[src/rtl/alarm_pkg.sv]
// Shared types and constants for the alarm sequencer: FSM state encoding,
// keypad code width and default codes, plus a timer-width helper.
package alarm_pkg;

    localparam int CODE_W = 5;
    localparam logic [CODE_W-1:0] ARM_CODE_DEF    = 5'd31;
    localparam logic [CODE_W-1:0] DISARM_CODE_DEF = 5'd4;

    typedef enum logic [2:0] {
        DISARMED,
        EXIT,
        ARMED,
        ENTRY,
        ALARM
    } state_t;

    // Down-counters hold at most (cycles-1), so $clog2 of the largest length suffices.
    function automatic int timer_width(input int a, input int b, input int c);
        int m;
        m = a;
        if (b > m) m = b;
        if (c > m) m = c;
        return (m > 1) ? $clog2(m) : 1;
    endfunction

endpackage

[src/rtl/alarm_sequencer_if.sv]
// Keypad/sensor inputs and status/siren outputs of the alarm sequencer.
interface alarm_sequencer_if;
    import alarm_pkg::*;

    logic              motion1;
    logic              motion2;
    logic              reed;
    logic [CODE_W-1:0] code;
    logic              code_valid;
    logic              active;
    logic              pending;
    logic              alarm;
    logic              siren;
    logic              alarm_mem;
    logic              locked;

    modport master (
        output motion1, motion2, reed, code, code_valid,
        input  active, pending, alarm, siren, alarm_mem, locked
    );

    modport slave (
        input  motion1, motion2, reed, code, code_valid,
        output active, pending, alarm, siren, alarm_mem, locked
    );

endinterface

[src/rtl/code_lockout.sv]
// Keypad code decoder with consecutive-wrong-code counter and keypad lockout.
// Hit strobes are combinational so the FSM reacts on the same clock edge.
module code_lockout
    import alarm_pkg::*;
#(
    parameter logic [CODE_W-1:0] ARM_CODE       = ARM_CODE_DEF,
    parameter logic [CODE_W-1:0] DISARM_CODE    = DISARM_CODE_DEF,
    parameter int                MAX_FAILS      = 3,
    parameter int                LOCKOUT_CYCLES = 2000
) (
    input  logic              clk,
    input  logic              rst_n,
    input  logic [CODE_W-1:0] code,
    input  logic              code_valid,
    output logic              arm_hit,
    output logic              disarm_hit,
    output logic              wrong,
    output logic              locked
);

    localparam int FW = $clog2(MAX_FAILS + 1);
    localparam int LW = (LOCKOUT_CYCLES > 1) ? $clog2(LOCKOUT_CYCLES) : 1;
    localparam logic [FW-1:0] FAIL_MAX  = FW'(MAX_FAILS);
    localparam logic [FW-1:0] FAIL_LAST = FW'(MAX_FAILS - 1);
    localparam logic [LW-1:0] LOCK_LOAD = LW'(LOCKOUT_CYCLES - 1);

    logic          accept;
    logic [FW-1:0] fails;
    logic [LW-1:0] lock_timer;

    assign accept     = code_valid && !locked;
    assign arm_hit    = accept && (code == ARM_CODE);
    // Arm takes precedence should both codes ever be configured identically.
    assign disarm_hit = accept && (code == DISARM_CODE) && (code != ARM_CODE);
    assign wrong      = accept && !arm_hit && !disarm_hit;

    always_ff @(posedge clk) begin
        if (!rst_n) begin
            fails      <= '0;
            locked     <= 1'b0;
            lock_timer <= '0;
        end else if (locked) begin
            if (lock_timer == '0) begin
                locked <= 1'b0;
                fails  <= '0;
            end else begin
                lock_timer <= lock_timer - LW'(1);
            end
        end else if (arm_hit || disarm_hit) begin
            fails <= '0;
        end else if (wrong) begin
            if (fails >= FAIL_LAST) begin
                fails      <= FAIL_MAX;
                locked     <= 1'b1;
                lock_timer <= LOCK_LOAD;
            end else begin
                fails <= fails + FW'(1);
            end
        end
    end

endmodule

[src/rtl/alarm_sequencer.sv]
// Home alarm sequencing controller: arm/disarm FSM with exit and entry delays,
// bounded siren, sticky alarm memory and a keypad lockout sub-block.
module alarm_sequencer
    import alarm_pkg::*;
#(
    parameter logic [CODE_W-1:0] ARM_CODE       = ARM_CODE_DEF,
    parameter logic [CODE_W-1:0] DISARM_CODE    = DISARM_CODE_DEF,
    parameter int                EXIT_CYCLES    = 1000,
    parameter int                ENTRY_CYCLES   = 500,
    parameter int                SIREN_CYCLES   = 3000,
    parameter int                MAX_FAILS      = 3,
    parameter int                LOCKOUT_CYCLES = 2000
) (
    input logic               clk,
    input logic               rst_n,
    alarm_sequencer_if.slave  sys
);

    localparam int TW = timer_width(EXIT_CYCLES, ENTRY_CYCLES, SIREN_CYCLES);
    localparam logic [TW-1:0] EXIT_LOAD  = TW'(EXIT_CYCLES - 1);
    localparam logic [TW-1:0] ENTRY_LOAD = TW'(ENTRY_CYCLES - 1);
    localparam logic [TW-1:0] SIREN_LOAD = TW'(SIREN_CYCLES - 1);

    state_t        state;
    logic [TW-1:0] timer;
    logic          arm_hit;
    logic          disarm_hit;
    logic          unused_wrong;
    logic          intrude;
    logic          door;

    assign intrude = sys.motion1 || sys.motion2;
    assign door    = sys.reed;

    code_lockout #(
        .ARM_CODE       (ARM_CODE),
        .DISARM_CODE    (DISARM_CODE),
        .MAX_FAILS      (MAX_FAILS),
        .LOCKOUT_CYCLES (LOCKOUT_CYCLES)
    ) u_code_lockout (
        .clk        (clk),
        .rst_n      (rst_n),
        .code       (sys.code),
        .code_valid (sys.code_valid),
        .arm_hit    (arm_hit),
        .disarm_hit (disarm_hit),
        .wrong      (unused_wrong),
        .locked     (sys.locked)
    );

    // Outputs are assigned alongside the state they belong to, so they
    // always reflect the state being entered on this edge.
    always_ff @(posedge clk) begin
        if (!rst_n) begin
            state         <= DISARMED;
            timer         <= '0;
            sys.active    <= 1'b0;
            sys.pending   <= 1'b0;
            sys.alarm     <= 1'b0;
            sys.siren     <= 1'b0;
            sys.alarm_mem <= 1'b0;
        end else if (disarm_hit) begin
            state         <= DISARMED;
            timer         <= '0;
            sys.active    <= 1'b0;
            sys.pending   <= 1'b0;
            sys.alarm     <= 1'b0;
            sys.siren     <= 1'b0;
            sys.alarm_mem <= 1'b0;
        end else begin
            case (state)
                DISARMED: begin
                    if (arm_hit) begin
                        state       <= EXIT;
                        timer       <= EXIT_LOAD;
                        sys.active  <= 1'b1;
                        sys.pending <= 1'b1;
                    end
                end
                EXIT: begin
                    if (timer == '0) begin
                        state       <= ARMED;
                        sys.pending <= 1'b0;
                    end else begin
                        timer <= timer - TW'(1);
                    end
                end
                ARMED: begin
                    if (intrude) begin
                        state         <= ALARM;
                        timer         <= SIREN_LOAD;
                        sys.alarm     <= 1'b1;
                        sys.siren     <= 1'b1;
                        sys.alarm_mem <= 1'b1;
                    end else if (door) begin
                        state       <= ENTRY;
                        timer       <= ENTRY_LOAD;
                        sys.pending <= 1'b1;
                    end
                end
                ENTRY: begin
                    if (intrude || timer == '0) begin
                        state         <= ALARM;
                        timer         <= SIREN_LOAD;
                        sys.pending   <= 1'b0;
                        sys.alarm     <= 1'b1;
                        sys.siren     <= 1'b1;
                        sys.alarm_mem <= 1'b1;
                    end else begin
                        timer <= timer - TW'(1);
                    end
                end
                ALARM: begin
                    // Siren times out but the alarm itself holds until disarm.
                    if (sys.siren) begin
                        if (timer == '0) begin
                            sys.siren <= 1'b0;
                        end else begin
                            timer <= timer - TW'(1);
                        end
                    end
                end
                default: begin
                    state         <= DISARMED;
                    timer         <= '0;
                    sys.active    <= 1'b0;
                    sys.pending   <= 1'b0;
                    sys.alarm     <= 1'b0;
                    sys.siren     <= 1'b0;
                    sys.alarm_mem <= 1'b0;
                end
            endcase
        end
    end

endmodule

[src/flat_wrapper.sv]
// flat-port wrapper written by rule: the top's interface ports become plain ports
module alarm_sequencer_flat import alarm_pkg::*;
#(
    parameter logic [CODE_W-1:0] ARM_CODE       = ARM_CODE_DEF,
    parameter logic [CODE_W-1:0] DISARM_CODE    = DISARM_CODE_DEF,
    parameter int                EXIT_CYCLES    = 1000,
    parameter int                ENTRY_CYCLES   = 500,
    parameter int                SIREN_CYCLES   = 3000,
    parameter int                MAX_FAILS      = 3,
    parameter int                LOCKOUT_CYCLES = 2000
)
  (clk, rst_n, sys_motion1, sys_motion2, sys_reed, sys_code, sys_code_valid, sys_active, sys_pending, sys_alarm, sys_siren, sys_alarm_mem, sys_locked);
  alarm_sequencer_if sys_i ();
  input logic clk;
  input logic rst_n;
  input wire logic [$bits(sys_i.motion1)-1:0] sys_motion1;
  input wire logic [$bits(sys_i.motion2)-1:0] sys_motion2;
  input wire logic [$bits(sys_i.reed)-1:0] sys_reed;
  input wire logic [$bits(sys_i.code)-1:0] sys_code;
  input wire logic [$bits(sys_i.code_valid)-1:0] sys_code_valid;
  output wire logic [$bits(sys_i.active)-1:0] sys_active;
  output wire logic [$bits(sys_i.pending)-1:0] sys_pending;
  output wire logic [$bits(sys_i.alarm)-1:0] sys_alarm;
  output wire logic [$bits(sys_i.siren)-1:0] sys_siren;
  output wire logic [$bits(sys_i.alarm_mem)-1:0] sys_alarm_mem;
  output wire logic [$bits(sys_i.locked)-1:0] sys_locked;
  assign sys_i.motion1 = sys_motion1;
  assign sys_i.motion2 = sys_motion2;
  assign sys_i.reed = sys_reed;
  assign sys_i.code = sys_code;
  assign sys_i.code_valid = sys_code_valid;
  assign sys_active = sys_i.active;
  assign sys_pending = sys_i.pending;
  assign sys_alarm = sys_i.alarm;
  assign sys_siren = sys_i.siren;
  assign sys_alarm_mem = sys_i.alarm_mem;
  assign sys_locked = sys_i.locked;
  alarm_sequencer #(.ARM_CODE(ARM_CODE), .DISARM_CODE(DISARM_CODE), .EXIT_CYCLES(EXIT_CYCLES), .ENTRY_CYCLES(ENTRY_CYCLES), .SIREN_CYCLES(SIREN_CYCLES), .MAX_FAILS(MAX_FAILS), .LOCKOUT_CYCLES(LOCKOUT_CYCLES)) u_core (.clk(clk), .rst_n(rst_n), .sys(sys_i));
endmodule
[config.mk]
export PLATFORM = sky130hd
export DESIGN_NAME = alarm_sequencer_flat
export DESIGN_NICKNAME = d
export VERILOG_FILES = /design/src/rtl/alarm_pkg.sv /design/src/rtl/alarm_sequencer_if.sv /design/src/rtl/code_lockout.sv /design/src/rtl/alarm_sequencer.sv /design/src/flat_wrapper.sv
export SDC_FILE = /design/constraint.sdc
export NUM_CORES = 1
export LEC_CHECK = 0
export ABC_AREA = 1
export CAP_MARGIN = 30
export CORE_MARGIN = 5
export CORE_UTILIZATION = 53
export CTS_CLUSTER_DIAMETER = 30
export DETAILED_ROUTE_END_ITERATION = 7
export PLACE_DENSITY = 0.84
export SLEW_MARGIN = 40
export SYNTH_ARGS = -nofsm -noshare
export SYNTH_HDL_FRONTEND = slang
export SYNTH_SLANG_ARGS = --single-unit
[constraint.sdc]
create_clock -name clk -period 1.9 [get_ports clk]
set_clock_uncertainty 0.05 [all_clocks]
set_input_delay 0.285 -clock clk [delete_from_list [all_inputs] [get_ports clk]]
set_output_delay 0.285 -clock clk [all_outputs]
set_load 0.02 [all_outputs]
==> metrics.cfg <==
[worst_setup_path]
start_kind = register
end_kind = register
crit_type = reg -> reg
r2r_start = u_core.u_code_lockout.lock_timer[0]
reg2reg_setup_slack_ns = 0.17
r2r-end = u_core.u_code_lockout.lock_timer[8]
arrival_ns = 1.83
crit_fanout = 6
r2r_cells = 10
cp.required_ns = 2.00
startpoint = u_core.u_code_lockout.lock_timer[0]
crit_end = u_core.u_code_lockout.lock_timer[8]

[cts]
ctsLongestPathBuffers = 2
hold_buffers = 0
numCtsBuffers = 5
insertion_delay_ns = 0.28
post_cts_buffers = 0
cts_tree = yes
clk_pin_slew_ns = 0.07
ctsRootBufferMaster = clkbuf_8
cts_num_sinks = 33
htreeDepth = 2

[timing]
relSlewSlack_pct = 72.8
tightest_slew_ns = 0.407
setup_viol = 0
max_freq_mhz = 577
period_needed_ns = 1.73
finalCritPeriodShare_pct = 91.2
hold_viol_final = 0
slew_viol_final = 0
rsz0062_at_grt = no

[synth]
syn_area_sq_mm = 0.00216
ys_types = 32
ys_ff_latch = 33
synth_nets = 372
synth_edf_count = 0
yosys.area.top_type = dfxtp_1
synth_commonest_cells = 110 x nand2_1, 46 x nor2_1, 43 x inv_1, 33 x dfxtp_1, 30 x nand3_1
synth_top_flop_cell = dfxtp_1
yosysTopAreaCellShare_pct = 30.6
yosysMostFrequentCell = nand2_1
synth.top_cells.by_area = dfxtp_1 31%, nand2_1 19%, nor2_1 8.0%, inv_1 7.5%, nand3_1 6.9%
yosysSeqAreaShare_pct = 30.6
synthArstFlopShare_pct = 0
yosysWarningCount = 0
syn_avg_cell_area_sq_um = 6.04
syn-instance-count = 358

[global_route]
overflow = 0
grt.met3_usage_pct = 4.92
grt_max_degree = 14
grt_pass1_wl_um = 8910
grt-busiest-layer = met2
use_met2_pct = 36.5
grt_pass1_vias = 2127
gr-usage-met1_pct = 23.7
antenna_found_initial = 0
grtUsageTotal_pct = 20.9

[placement]
place_area_sq_mm = 0.00246
io_buffer_count = 16
place.gp.congestion = 0.989
dp_hpwl_um = 3950

[status]
outcome = finished clean

[pwr]
seqPwrFrac_pct = 26.1
pwr-share-clk_pct = 13.4
ir_drop_mv = 0.566
p_comb_share_pct = 60.5
intPower_mw = 1.95
finalPower_mw = 3.77
sw_frac_of_total_pct = 48.2
leakage_nw = 1.25
power.density_mw_per_mm2 = 1470
p_sw_mw = 1.82

[floorplanning]
die_x_um = 73.9
core_sq_mm = 0.00397
fp.dieH_um = 73.9
die_area_sq_mm = 0.00545
std_cell_rows = 23
start_util_pct = 54.4
boundaryPins = 17

[routing]
wl_um = 5090
drc_errors = 0
dr.pass1.iters = 4
drt_iter0_markers = 133
antenna_left = 0
avgRoutedWirePerCell_um = 11.5
vias_per_cell = 5.24
vias = 2312

[layout]
final.fill_count = 382
final_area_sq_mm = 0.00255
drive_above_1_share_pct = 12.8
regArea_sq_um = 661
diodes = 0
syn_to_final_growth_pct = 18.2
fin_nets = 404
multi_input_area_sq_mm = 0.00129

[hold_path]
hold_class = reg -> reg

[flow_run]
cap_violations = 0

[worst min path at each step]
stage | startpoint | to | slack, ns | cells after the start
2_1_floorplan | rst_n | u_core.u_code_lockout.fails[1] | 0.36 | 2
3_3_place_gp | u_core.u_code_lockout.fails[1] | u_core.u_code_lockout.fails[1] | 0.42 | 2
3_5_place_dp | u_core.u_code_lockout.fails[1] | u_core.u_code_lockout.fails[1] | 0.42 | 2
4_1_cts | u_core.u_code_lockout.fails[1] | u_core.u_code_lockout.fails[1] | 0.43 | 2
5_1_grt | u_core.u_code_lockout.fails[1] | u_core.u_code_lockout.fails[1] | 0.45 | 2
6_report | u_core.u_code_lockout.fails[1] | u_core.u_code_lockout.fails[1] | 0.43 | 2
[cells in the final DEF, fill, tap and decap left out, types with 2 or more instances in the layout]
cell,count
a21oi_1,28
buf_4,16
clkbuf_8,5
clkdlybuf4s50_1,16
clkinv_2,2
dfxtp_1,33
ha_1,2
inv_1,43
inv_2,3
nand2_1,109
nand2_2,5
nand3_1,30
nand4_1,2
nor2_1,44
nor2_2,8
nor2_4,2
nor3_1,6
o211ai_1,4
o21ai_0,12
o31ai_1,2
or2_2,3
xnor2_1,2
xor2_1,2
[power groups by stage]
stage | registers (mW) | clock network (mW) | logic (mW)
global route | 0.999 | 0.559 | 2.60
global placement | 0.987 | 0 | 2.18
floorplan | 0.987 | 0 | 1.67
finish | 0.982 | 0.505 | 2.28
detailed placement | 0.993 | 0 | 2.24
CTS | 0.978 | 0.525 | 2.25
[what timing repair did]
action                                 CTS  global route
endpoints found under the hold margin    0             0
resized for setup                        0             5
setup endpoints to repair                0            12
[state kept, by name (all words and copies together), names as in the netlist]
name / flops
u_core.timer: 12
u_core.state: 3
u_core.u_code_lockout.fails: 2
u_core.sys.pending: 1
u_core.u_code_lockout.locked: 1
u_core.u_code_lockout.lock_timer: 11
u_core.sys.siren: 1
u_core.sys.active: 1
u_core.sys.alarm: 1
[critical path, stage by stage, from the launching register on]
cell and delay, ns:
dfxtp_1 0.32, inv_1 0.09, ha_2 0.22, nand2_2 0.11, nor2_4 0.12, nand2_2 0.07
o21ai_4 0.17, nand2_2 0.11, buf_4 0.17, o31ai_1 0.06, a21oi_1 0.10
[through the flow]
stage	setup WS (ns)	std cells	util (%)	TNS [ns]	hold WS [ns]
floorplan	0.289	358	-	0	0.358
global placement	-0.00333	433	61.9	-0.00333	0.417
detailed placement	-0.111	433	61.9	-0.393	0.416
CTS	0.129	441	64.0	0	0.427
global route	0.00773	441	64.3	0	0.447
finish	0.167	441	64.3	0	0.425
[cell families (layout without fill, tap and decap cells)]
| group | count (synthesis) | in the layout | synth area share [%] |
|---|---|---|---|
| adder cells (fa/ha/maj) | 3 | 3 | 1.74 |
| flip-flops | 33 | 33 | 30.6 |
| AO/OA/AOI/OAI | 53 | 53 | 14.1 |
| XOR/XNOR | 4 | 4 | 1.62 |
| AND/OR/NAND/NOR | 211 | 211 | 41.8 |
| buffers and inverters | 54 | 87 | 10.2 |
[layout make-up]
type                    instances  share of cell area [%]
clock buffers                   6                    2.84
multi-input cells             271                    50.5
clock inverters                 2                   0.392
flip-flops and latches         33                    25.9
well taps                      50                    2.45
inverters                      47                    7.00
repair buffers                 32                    11.0
[routing by layer]
metal	share of wire [%]	up-vias	wire length [um]
met5	0	-	0
met4	2.7	0	136
met3	5.0	12	255
met2	50	66	2560
met1	42	1037	2140
li1	-	1197	-
Note: power is estimated with default switching activity, not from simulation.
